### src/rtl/branch_redirect_pkg.sv
// Shared types and constants for the EX-stage branch redirect block.
// Provides the redirect FSM state encoding and the conditional-branch funct3 codes.
package branch_pkg;

  localparam int XLEN_DEFAULT = 32;

  typedef enum logic [1:0] {
    IDLE  = 2'd0,
    REQ   = 2'd1,
    DRAIN = 2'd2
  } state_e;

  // funct3 encodings of the conditional branches resolved by the comparator upstream
  localparam logic [2:0] BEQ  = 3'b000;
  localparam logic [2:0] BNE  = 3'b001;
  localparam logic [2:0] BLT  = 3'b100;
  localparam logic [2:0] BGE  = 3'b101;
  localparam logic [2:0] BLTU = 3'b110;
  localparam logic [2:0] BGEU = 3'b111;

endpackage

### src/rtl/branch_redirect_if.sv
// EX-side instruction handshake, fetch redirect request and status outputs of branch_redirect.
// master = EX stage / fetch side, slave = branch_redirect.
interface branch_redirect_if #(
  parameter int XLEN  = branch_pkg::XLEN_DEFAULT,
  parameter int CNT_W = 32
);
  logic            ex_valid;
  logic            ex_ready;
  logic            ex_is_branch;
  logic            ex_is_jal;
  logic            ex_is_jalr;
  logic            branch_taken;
  logic [XLEN-1:0] ex_pc;
  logic [XLEN-1:0] ex_imm;
  logic [XLEN-1:0] ex_rs1;

  logic            redir_valid;
  logic            redir_ready;
  logic [XLEN-1:0] redir_pc;

  logic            flush;
  logic            exc_misaligned;
  logic [XLEN-1:0] exc_pc;

  logic [CNT_W-1:0] stat_branches;
  logic [CNT_W-1:0] stat_taken;

  modport master (
    output ex_valid, ex_is_branch, ex_is_jal, ex_is_jalr, branch_taken,
    output ex_pc, ex_imm, ex_rs1, redir_ready,
    input  ex_ready, redir_valid, redir_pc, flush, exc_misaligned, exc_pc,
    input  stat_branches, stat_taken
  );

  modport slave (
    input  ex_valid, ex_is_branch, ex_is_jal, ex_is_jalr, branch_taken,
    input  ex_pc, ex_imm, ex_rs1, redir_ready,
    output ex_ready, redir_valid, redir_pc, flush, exc_misaligned, exc_pc,
    output stat_branches, stat_taken
  );
endinterface

### src/rtl/branch_target_calc.sv
// Combinational control-flow decision: take flag, target address and misalignment.
// JALR targets have bit 0 cleared; all sums wrap modulo 2^XLEN.
module branch_target_calc #(
  parameter int XLEN = branch_pkg::XLEN_DEFAULT
) (
  input  logic            is_branch,
  input  logic            is_jal,
  input  logic            is_jalr,
  input  logic            branch_taken,
  input  logic [XLEN-1:0] pc,
  input  logic [XLEN-1:0] imm,
  input  logic [XLEN-1:0] rs1,
  output logic            take,
  output logic [XLEN-1:0] target,
  output logic            misaligned
);

  logic [XLEN-1:0] base;
  logic [XLEN-1:0] sum;

  assign base   = is_jalr ? rs1 : pc;
  assign sum    = base + imm;
  assign target = is_jalr ? {sum[XLEN-1:1], 1'b0} : sum;

  assign take       = is_jal | is_jalr | (is_branch & branch_taken);
  // Only 4-byte alignment is legal: bit 1 set means a half-word target
  assign misaligned = take & target[1];

endmodule

### src/rtl/branch_redirect.sv
// EX-stage redirect controller: accepts a resolved control-flow instruction, requests a fetch
// redirect, flushes the front end and reports misaligned targets. Optional macro BRANCH_STATS_EN.
module branch_redirect
  import branch_pkg::*;
#(
  parameter int XLEN         = XLEN_DEFAULT,
  parameter int FLUSH_CYCLES = 2,
  parameter int CNT_W        = 32
) (
  input  logic             clk,
  input  logic             reset,
  branch_redirect_if.slave bus
);

  localparam int CW = (FLUSH_CYCLES > 0) ? $clog2(FLUSH_CYCLES + 1) : 1;

  state_e          state;
  logic [CW-1:0]   flush_cnt;
  logic            take;
  logic            misaligned;
  logic [XLEN-1:0] target;
  logic            accept;

  branch_target_calc #(.XLEN(XLEN)) u_target (
    .is_branch    (bus.ex_is_branch),
    .is_jal       (bus.ex_is_jal),
    .is_jalr      (bus.ex_is_jalr),
    .branch_taken (bus.branch_taken),
    .pc           (bus.ex_pc),
    .imm          (bus.ex_imm),
    .rs1          (bus.ex_rs1),
    .take         (take),
    .target       (target),
    .misaligned   (misaligned)
  );

  assign bus.ex_ready = (state == IDLE);
  assign accept       = bus.ex_valid & bus.ex_ready;

  // NOTE: sequential state uses non-blocking assignments so every register samples pre-edge values.
  always_ff @(posedge clk or posedge reset) begin
    if (reset) begin
      state              <= IDLE;
      flush_cnt          <= '0;
      bus.redir_valid    <= 1'b0;
      bus.redir_pc       <= '0;
      bus.flush          <= 1'b0;
      bus.exc_misaligned <= 1'b0;
      bus.exc_pc         <= '0;
    end else begin
      bus.exc_misaligned <= 1'b0;
      unique case (state)
        IDLE: begin
          if (accept && take && !misaligned) begin
            state           <= REQ;
            bus.redir_valid <= 1'b1;
            bus.redir_pc    <= target;
            bus.flush       <= 1'b1;
          end else if (accept && misaligned) begin
            bus.exc_misaligned <= 1'b1;
            bus.exc_pc         <= bus.ex_pc;
          end
        end
        REQ: begin
          // redir_valid/redir_pc hold until fetch takes the request
          if (bus.redir_ready) begin
            bus.redir_valid <= 1'b0;
            if (FLUSH_CYCLES == 0) begin
              state     <= IDLE;
              bus.flush <= 1'b0;
            end else begin
              state     <= DRAIN;
              flush_cnt <= CW'(FLUSH_CYCLES);
            end
          end
        end
        DRAIN: begin
          flush_cnt <= flush_cnt - CW'(1);
          if (flush_cnt == CW'(1)) begin
            state     <= IDLE;
            bus.flush <= 1'b0;
          end
        end
        default: begin
          state           <= IDLE;
          bus.redir_valid <= 1'b0;
          bus.flush       <= 1'b0;
        end
      endcase
    end
  end

`ifdef BRANCH_STATS_EN
  logic [CNT_W-1:0] stat_branches_q;
  logic [CNT_W-1:0] stat_taken_q;

  // Saturating counters: they stick at all-ones rather than wrapping
  always_ff @(posedge clk or posedge reset) begin
    if (reset) begin
      stat_branches_q <= '0;
      stat_taken_q    <= '0;
    end else if (accept && bus.ex_is_branch) begin
      if (stat_branches_q != '1) stat_branches_q <= stat_branches_q + CNT_W'(1);
      if (bus.branch_taken && (stat_taken_q != '1)) stat_taken_q <= stat_taken_q + CNT_W'(1);
    end
  end

  assign bus.stat_branches = stat_branches_q;
  assign bus.stat_taken    = stat_taken_q;
`else
  assign bus.stat_branches = '0;
  assign bus.stat_taken    = '0;
`endif

endmodule

### src/flat_wrapper.sv
// flat-port wrapper written by rule: the top's interface ports become plain ports
module branch_redirect_flat import branch_pkg::*;
#(
  parameter int XLEN         = XLEN_DEFAULT,
  parameter int FLUSH_CYCLES = 2,
  parameter int CNT_W        = 32
)
  (clk, reset, bus_ex_valid, bus_ex_is_branch, bus_ex_is_jal, bus_ex_is_jalr, bus_branch_taken, bus_ex_pc, bus_ex_imm, bus_ex_rs1, bus_redir_ready, bus_ex_ready, bus_redir_valid, bus_redir_pc, bus_flush, bus_exc_misaligned, bus_exc_pc, bus_stat_branches, bus_stat_taken);
  branch_redirect_if #(.XLEN(XLEN), .CNT_W(CNT_W)) bus_i ();
  input  logic clk;
  input  logic reset;
  input wire logic [$bits(bus_i.ex_valid)-1:0] bus_ex_valid;
  input wire logic [$bits(bus_i.ex_is_branch)-1:0] bus_ex_is_branch;
  input wire logic [$bits(bus_i.ex_is_jal)-1:0] bus_ex_is_jal;
  input wire logic [$bits(bus_i.ex_is_jalr)-1:0] bus_ex_is_jalr;
  input wire logic [$bits(bus_i.branch_taken)-1:0] bus_branch_taken;
  input wire logic [$bits(bus_i.ex_pc)-1:0] bus_ex_pc;
  input wire logic [$bits(bus_i.ex_imm)-1:0] bus_ex_imm;
  input wire logic [$bits(bus_i.ex_rs1)-1:0] bus_ex_rs1;
  input wire logic [$bits(bus_i.redir_ready)-1:0] bus_redir_ready;
  output wire logic [$bits(bus_i.ex_ready)-1:0] bus_ex_ready;
  output wire logic [$bits(bus_i.redir_valid)-1:0] bus_redir_valid;
  output wire logic [$bits(bus_i.redir_pc)-1:0] bus_redir_pc;
  output wire logic [$bits(bus_i.flush)-1:0] bus_flush;
  output wire logic [$bits(bus_i.exc_misaligned)-1:0] bus_exc_misaligned;
  output wire logic [$bits(bus_i.exc_pc)-1:0] bus_exc_pc;
  output wire logic [$bits(bus_i.stat_branches)-1:0] bus_stat_branches;
  output wire logic [$bits(bus_i.stat_taken)-1:0] bus_stat_taken;
  assign bus_i.ex_valid = bus_ex_valid;
  assign bus_i.ex_is_branch = bus_ex_is_branch;
  assign bus_i.ex_is_jal = bus_ex_is_jal;
  assign bus_i.ex_is_jalr = bus_ex_is_jalr;
  assign bus_i.branch_taken = bus_branch_taken;
  assign bus_i.ex_pc = bus_ex_pc;
  assign bus_i.ex_imm = bus_ex_imm;
  assign bus_i.ex_rs1 = bus_ex_rs1;
  assign bus_i.redir_ready = bus_redir_ready;
  assign bus_ex_ready = bus_i.ex_ready;
  assign bus_redir_valid = bus_i.redir_valid;
  assign bus_redir_pc = bus_i.redir_pc;
  assign bus_flush = bus_i.flush;
  assign bus_exc_misaligned = bus_i.exc_misaligned;
  assign bus_exc_pc = bus_i.exc_pc;
  assign bus_stat_branches = bus_i.stat_branches;
  assign bus_stat_taken = bus_i.stat_taken;
  branch_redirect #(.XLEN(XLEN), .FLUSH_CYCLES(FLUSH_CYCLES), .CNT_W(CNT_W)) u_core (.clk(clk), .reset(reset), .bus(bus_i));
endmodule
### config.mk
export PLATFORM = sky130hd
export DESIGN_NAME = branch_redirect_flat
export DESIGN_NICKNAME = d
export VERILOG_FILES = /design/src/rtl/branch_redirect_pkg.sv /design/src/rtl/branch_redirect_if.sv /design/src/rtl/branch_target_calc.sv /design/src/rtl/branch_redirect.sv /design/src/flat_wrapper.sv
export SDC_FILE = /design/constraint.sdc
export NUM_CORES = 1
export LEC_CHECK = 0
export ABC_AREA = 1
export CORE_MARGIN = 3
export CORE_UTILIZATION = 27
export CTS_BUF_LIST = sky130_fd_sc_hd__clkbuf_4 sky130_fd_sc_hd__clkbuf_8
export DETAILED_ROUTE_END_ITERATION = 8
export PLACE_DENSITY = 0.64
export SYNTH_ARGS = -nofsm -noshare
export SYNTH_HDL_FRONTEND = slang
export SYNTH_SLANG_ARGS = --single-unit
export TNS_END_PERCENT = 1
### constraint.sdc
create_clock -name clk -period 2.3 [get_ports clk]
set_input_delay 0.46 -clock clk [delete_from_list [all_inputs] [get_ports clk]]
set_output_delay 0.46 -clock clk [all_outputs]
set_load 0.1 [all_outputs]
# Yosys cells after proc, flatten, opt, wreduce, memory -nomap -nowiden
# Cells that the tools add are included.
# Widths: inputs -> output; s select.
# op_classes
muxes	15
eq_ne	6
n_reduce_logical	12
n_bitwise	8
addsub	2
# op_table
op	count
$add 32x32->32	1
$mux 32	1
$reduce_and 3->1	4
$mux 1	7
$mux 2	3
$pmux 1 s3	2
$pmux 2 s3	1
$eq 2x1->1 const B	2
$ne 2x2->1 const B	2
$pmux 2 s2	1
$reduce_and 2->1	2
$and 1x1->1	3
$logic_and 1x1->1	3
$not 1->1	3
$eq 2x2->1 const B	1
$logic_not 2->1	1
$ne 2x1->1 const B	1
$or 1x1->1	2
$reduce_bool 2->1	1
$sub 2x1->2 const B	1
$logic_not 1->1	1
# word_totals
inputBits	104
register_bits	71
elab_cells	50
output_inout_bits	132

# Logic depth before layout (Yosys ltp)
# Gate-level depths: netlist (run 1).
# logic_depth
ltp_word	7
ltp_mapped	16
depth_no_buf	14

# Cells and area by module
# From an unflattened synthesis (run 1), not the netlist that was laid out.
# hier_totals
hier_cells	985
area_unflattened_um2	6264.8
# modules_own_cells
module	area_each_um2	seq_area_each_um2	cells_each	n_inst
branch_redirect	3470.8	1776.7	383	1
branch_target_calc	2793.9	0.0	602	1

# Worst setup path before layout (run 1)
# Ideal clock, no wire load.
# synth_path
path_kind	input to register
startpoint	input port bus_ex_is_jalr
endpoint	register u_core.bus.redir_pc[2]
n_path_buf	4
cell_stages	12
t_arrival_ns	2.247
setup_ns	0.122
required_ns	2.178
setup_slack_ns	-0.070
path_cell_list	buf_2 clkbuf_1 nand2_1 o21ai_0 ha_1 fa_1 nor2_1 inv_1 buf_6 buf_6 nand2_1 o21ai_2
# synth_via
elab_chain_cells	6
elab_cells_between_ends	9
cone_classes	1 x add/sub; 1 x mux; 3 x bitwise; 4 x reduce/logical
# synth_lines
item	line_no	source
start, declared	flat_wrapper.sv:15	input wire logic [$bits(bus_i.ex_is_jalr)-1:0] bus_ex_is_jalr;
$mux 32	branch_target_calc.sv:21	assign base = is_jalr ? rs1 : pc;
$add 32x32->32	branch_target_calc.sv:22	assign sum = base + imm;
via u_core.target[1]	branch_redirect.sv:21	logic [XLEN-1:0] target;
$and 1x1->1	branch_target_calc.sv:27	assign misaligned = take & target[1];
$logic_not 1->1	branch_redirect.sv:54	if (accept && take && !misaligned) begin
$logic_and 1x1->1	branch_redirect.sv:54	
$reduce_and 2->1 (no line)	n/a	
end signal, assigned	branch_redirect.sv:57	bus.redir_pc <= target;
end, declared	branch_redirect_if.sv:38	output ex_ready, redir_valid, redir_pc, flush, exc_misaligned, exc_pc,
# The timed path passes the listed nets, and every way through them passes these cells.
# A chain may end at the register's enable or synchronous reset.

# Worst setup path after layout (run 1)
# layout_path
startpoint	input port bus_ex_pc[0]
endpoint	register u_core.bus.redir_pc[14]
# layout_via
elab_chain_cells	6
# layout_lines
item	line_no	source
start, declared	flat_wrapper.sv:17	input wire logic [$bits(bus_i.ex_pc)-1:0] bus_ex_pc;
$mux 32	branch_target_calc.sv:21	
$add 32x32->32	branch_target_calc.sv:22	
via u_core.target[1]	branch_redirect.sv:21	
$and 1x1->1	branch_target_calc.sv:27	
$logic_not 1->1	branch_redirect.sv:54	
$logic_and 1x1->1	branch_redirect.sv:54	
$reduce_and 2->1 (no line)	n/a	
# The timed path passes the listed nets, and every way through them passes these cells.

==> impl_metrics.json, run 1 <==
{
  "ys_warn_count": 0,
  "ant_nets": 0,
  "fin_crit_sh": 0.957,
  "grt_use_total": 0.156,
  "layout_min_cycle_time_ns": 2.20,
  "place_congestion": 0.948,
  "clock_latency_ns": 0.36,
  "grt_pass1_wl_mm": 29.8,
  "grt_setup_unrepaired": "true",
  "synth-seq-cells": 71,
  "portBuffers": 171,
  "layout_setup_ws_ns": 0.0995,
  "dr.pass1.iters": 5,
  "crit_path_end_kind": "flip-flop",
  "antenna_cells": 0,
  "netlist_instances": 911,
  "finalWirelength_mm": 19.1,
  "clk_pin_slew_ns": 0.09,
  "max_cap_viol_count": 0,
  "clock_skew_ns": 0.00395,
  "synth_ff_type": "dfrtp_1",
  "irDropWorstVdd_mv": 0.480,
  "wl_per_cell_um": 13.3,
  "syn_area_per_cell_um2": 6.49,
  "dp_hpwl_mm": 15.5,
  "drv_slew": 0,
  "rows": 53,
  "initial_core_util": 0.278,
  "io_pins": 236,
  "cts_max_path_buffers": 2,
  "synth-edff-count": 0,
  "cp.arrival_ns": 2.49,
  "cts-root-buf": "clkbuf_8",
  "layout_commonest_cell": "nand2_1",
  "syn_area_mm2": 0.00591,
  "yosys.area.top_type": "dfrtp_1",
  "drc": 0,
  "dieArea_mm2": 0.0237,
  "vias_per_cell": 4.23,
  "fmax_ghz": 0.454,
  "final_cell_mix": "nand2_1, inv_1, buf_4, clkdlybuf4s50_1, dfrtp_1",
  "vias": 6068,
  "path_max_fanout": 35,
  "synthDistinctLibCells": 33,
  "cp-start-kind": "input port",
  "overflow": 0,
  "cts_buffers": 9,
  "multiInputGateArea_mm2": 0.00343,
  "core_region_area_mm2": 0.0213,
  "area.sequential_mm2": 0.00178,
  "ys_top_cells_by_area": "dfrtp_1, nand2_1, inv_1",
  "worstReg2RegEnd": "u_core.bus.redir_pc[14]$_DFFE_PP0P_",
  "antenna_found_initial": 0,
  "tritoncts": "yes",
  "drive_gt1_frac": 0.204,
  "ff2ff_path_depth": 7,
  "outcome": "finished, final reports clean",
  "synth_seq_area_share": 0.301,
  "hold_viol": 0,
  "p_total_mw": 11.2,
  "worst_ep_required_time_ns": 2.59,
  "area_delta_synth_final_pct": 44.8,
  "grt_pass1_vias": 5794,
  "nets": 1292,
  "die_h_um": 154,
  "grt_start_max_net_pins": 72,
  "fill_cells": 2213,
  "p_per_area_mw_per_mm2": 1310,
  "hp-class": "in2async",
  "synth_top_area_frac": 0.301,
  "synthArstFlopShare": 1.00,
  "drt_iter0_drc": 260,
  "htreeDepth": 3,
  "die_x_um": 154,
  "rrSetupSlack_ns": 0.75,
  "dp_slack_ns": -0.460,
  "setup_violations": 0,
  "cts_sinks": 71,
  "p_leak_nw": 4.74,
  "rr_startpoint": "u_core.state[1]$_DFFE_PP0P_",
  "hold_buffers": 0,
  "crit_type": "in2reg"
}
==> routing by layer <==
layer  wire, µm  track usage
met5          0            0
met1       8620        0.210
met4        481       0.0563
met2       8650        0.249
met3       1360       0.0324
==> area by class of cell <==
cell class / count / share of cell area
Timing Repair Buffer: 254 / 0.261
Clock inverter: 5 / 0.00658
Sequential cell: 71 / 0.208
Inverter: 151 / 0.0662
Multi-Input combinational cell: 668 / 0.400
Clock buffer: 11 / 0.0177
Tap cell: 275 / 0.0402
==> where the power goes <==
part / internal (mW) / total, mW / switching [mW]
sequential: 1.84 / 2.20 / 0.360
clock: 0.559 / 1.10 / 0.538
combinational: 1.72 / 7.89 / 6.17
total: 4.12 / 11.2 / 7.07
==> state kept, by name (all words and copies together), names as in the netlist <==
signal	count
u_core.state	2
u_core.flush_cnt	2
u_core.bus.exc_pc	32
u_core.bus.redir_pc	32
u_core.bus.flush	1
u_core.bus.redir_valid	1
u_core.bus.exc_misaligned	1
==> critical path: stages <==
cell             delay, ns
clkdlybuf4s50_1       0.45
inv_1                 0.07
o21ai_2               0.14
ha_2                  0.23
fa_2                  0.45
nor2_2                0.15
inv_2                 0.07
buf_12                0.17
buf_4                 0.15
o21ai_1               0.13
==> cell usage after synthesis, types with 2 or more instances <==
cell / number
nor2_1: 39
buf_6: 5
buf_4: 65
inv_2: 2
nand3b_1: 5
inv_1: 149
nand3_2: 3
nand3_1: 44
clkbuf_2: 3
clkbuf_1: 6
nor3_1: 2
nand2_2: 6
xor2_1: 2
nand2_1: 339
dfrtp_1: 71
nor2_2: 5
buf_2: 5
nand4_1: 3
a21oi_1: 20
o21ai_1: 5
xnor2_1: 13
o21ai_2: 5
ha_1: 32
o21bai_1: 3
o21ai_0: 71
==> logic make-up (layout without fill, tap and decap cells) <==
kind of cell	after synthesis	after routing	synth area share
other	1	64	0.000634
buffers and inverters	235	421	0.199
AO/OA/AOI/OAI	108	108	0.0980
adder cells (fa/ha/maj)	33	33	0.0711
AND/OR/NAND/NOR	448	448	0.309
flip-flops	71	71	0.301
XOR/XNOR	15	15	0.0222
==> how the worst max path moves through the flow <==
stage | cells past startpoint | slack (ns) | to | from
after floorplan | 14 | -0.02 | u_core.bus.redir_pc[28]$_DFFE_PP0P_ | bus_ex_is_jalr
after global placement | 15 | -0.46 | u_core.bus.redir_pc[26]$_DFFE_PP0P_ | bus_ex_pc[16]
after detailed placement | 15 | -0.46 | u_core.bus.redir_pc[31]$_DFFE_PP0P_ | bus_ex_pc[5]
after CTS | 13 | 0.01 | u_core.bus.redir_pc[29]$_DFFE_PP0P_ | bus_ex_pc[20]
after global routing | 14 | -0.03 | u_core.bus.redir_pc[26]$_DFFE_PP0P_ | bus_ex_is_jalr
final | 10 | 0.1 | u_core.bus.redir_pc[14]$_DFFE_PP0P_ | bus_ex_pc[0]
==> repair_timing <==
action	CTS	global route
endpoints found under the setup margin	16	25
setup buffers	0	1
resized for setup	5	58
pin swaps	0	8
==> metrics by stage <==
stage,util,TNS [ns],instance area [µm²],instances,hold slack (ns)
4_1_cts,0.391,0,8330,1434,0.486
2_1_floorplan,-,-0.0545,6150,974,0.450
3_5_place_dp,0.381,-19.36,8110,1418,0.471
3_3_place_gp,0.381,-18.39,8110,1418,0.454
6_report,0.402,0,8560,1435,0.480
5_1_grt,0.402,-0.117,8560,1435,0.511
Power figures use the tool's default switching activity.
==> run 2: changes to the inputs <==
Settings changed: SETUP_SLACK_MARGIN from default to 0.02.
==> impl_metrics.json, run 2 (same netlist as run 1, synthesis figures left out) <==
{
  "layout_setup_ws_ns": 0.117,
  "dr.pass1.iters": 5,
  "hp-class": "in2async",
  "grt_setup_unrepaired": "true",
  "drive_gt1_frac": 0.209,
  "path_delay_family": "buffers and inverters",
  "dpl_cell_area_mm2": 0.00811,
  "nets": 1293,
  "postLayoutCoreUtil": 0.405,
  "layout_commonest_cell": "nand2_1",
  "grt_start_max_net_pins": 72,
  "antenna_found_initial": 0,
  "slowest_delay_ns": 0.46,
  "path_common_cell": "nand2_1",
  "layout_min_cycle_time_ns": 2.18,
  "area_delta_synth_final_pct": 45.9,
  "finalWirelength_mm": 19.4,
  "crit_type": "in2reg",
  "slowest_stage": "clkdlybuf4s50_1",
  "die_h_um": 154,
  "initial_core_util": 0.278,
  "clock_latency_ns": 0.37,
  "die_x_um": 154,
  "worst_ep_required_time_ns": 2.56,
  "fin_hold_ws_ns": 0.474,
  "htreeDepth": 3,
  "fmax_ghz": 0.458,
  "drc": 0,
  "dieArea_mm2": 0.0237,
  "fin_crit_sh": 0.949,
  "max_cap_viol_count": 0,
  "rows": 53,
  "core_region_area_mm2": 0.0213,
  "drt_iter0_drc": 261,
  "outcome": "finished, final reports clean",
  "p_leak_nw": 4.75,
  "grt_pass1_wl_mm": 29.8,
  "irDropWorstVdd_mv": 0.481,
  "clock_skew_ns": 0.00404,
  "final_area_mm2": 0.00862,
  "crit_path_end_kind": "flip-flop",
  "crit_chain": "clkdlybuf4s50_1 > inv_1 > o21ai_1 > buf_4 > ha_1 > nand2_1 > inv_1 > a21oi_1 > nand2_1 > a21oi_1 > nand3_1 > nand3_1 > nand2_1",
  "io_pins": 236,
  "cts-root-buf": "clkbuf_8",
  "wl_per_cell_um": 13.5,
  "dp_slack_ns": -0.460,
  "largestRegisters": "u_core.bus.exc_pc: 32 flops, u_core.bus.redir_pc: 32 flops",
  "antenna_cells": 0,
  "drv_slew": 0,
  "p_per_area_mw_per_mm2": 1300,
  "overflow": 0,
  "clk_pin_slew_ns": 0.09,
  "cp.arrival_ns": 2.45,
  "cts_buffers": 9,
  "dp_hpwl_mm": 15.5,
  "path_max_fanout": 4,
  "fill_cells": 2196,
  "ant_nets": 0,
  "grt_use_total": 0.156,
  "cp-start-kind": "input port",
  "setup_violations": 0,
  "rrSetupSlack_ns": 0.74,
  "vias_per_cell": 4.23,
  "hold_viol": 0,
  "final_cell_mix": "nand2_1, inv_1, buf_4, clkdlybuf4s50_1, dfrtp_1",
  "vias": 6069,
  "place_congestion": 0.948,
  "cp_num_buf_inv": 4,
  "portBuffers": 171,
  "tritoncts": "yes",
  "cts_sinks": 71,
  "fin_setup_tns_ns": 0,
  "grt_pass1_vias": 5792,
  "cts_max_path_buffers": 2
}
## run 2: worst reg2reg max path, cell delays in order (launching register included)
cell and delay (ns):
dfrtp_1 0.43, nor2_2 0.16, nand3_1 0.22, nor2_4 0.16, buf_4 0.28, nand3_1 0.17
nand2_1 0.09
## run 2: what timing repair did
item,CTS,global route
endpoints found under the setup margin,20,26
pin swaps,0,9
gates resized for setup,7,67
gates cloned,0,1
buffers inserted,0,1
hold buffers,0,0
## run 2: routing by layer
layer,share of wire,vias up,track usage
li1,-,3147,-
met1,0.46,2704,0.210
met2,0.45,192,0.249
met3,0.067,26,0.0324
met4,0.024,0,0.0563
met5,0,-,0
## run 2: worst paths after layout
| kind | cells after the start | start | endpoint |
|---|---|---|---|
| worst min-delay path | 3 | reset | u_core.bus.exc_pc[19]$_DFFE_PP0P_ |
| max in group asynchronous | 3 | reset | u_core.bus.exc_pc[13]$_DFFE_PP0P_ |
| worst max register to register | 6 | u_core.state[1]$_DFFE_PP0P_ | u_core.bus.redir_pc[26]$_DFFE_PP0P_ |
| min in group clk | 1 | u_core.flush_cnt[0]$_DFFE_PP0P_ | u_core.flush_cnt[0]$_DFFE_PP0P_ |
| worst min register to register | 1 | u_core.flush_cnt[0]$_DFFE_PP0P_ | u_core.flush_cnt[0]$_DFFE_PP0P_ |
| worst max-delay path | 13 | bus_ex_pc[19] | u_core.bus.redir_pc[29]$_DFFE_PP0P_ |
## run 2: layout make-up
cell class / instances / area [µm²] / area share
clock buffer: 11 / 151 / 0.0176
sequential: 71 / 1780 / 0.206
clock inverter: 5 / 56.3 / 0.00653
multi-input combinational: 668 / 3470 / 0.402
tap: 275 / 344 / 0.0399
timing repair buffer: 255 / 2260 / 0.262
inverter: 151 / 567 / 0.0657
## run 2: power breakdown
part           total [mW]  internal (mW)  switching (mW)
Clock                1.10          0.559           0.545
Combinational        7.94           1.75            6.20
Sequential           2.20           1.84           0.358
## run 2: through the flow
step           power (mW)  cells
2_1_floorplan        8.24    974
3_3_place_gp         10.0   1418
3_5_place_dp         10.1   1418
4_1_cts              11.2   1434
5_1_grt              11.8   1436
6_report             11.2   1436
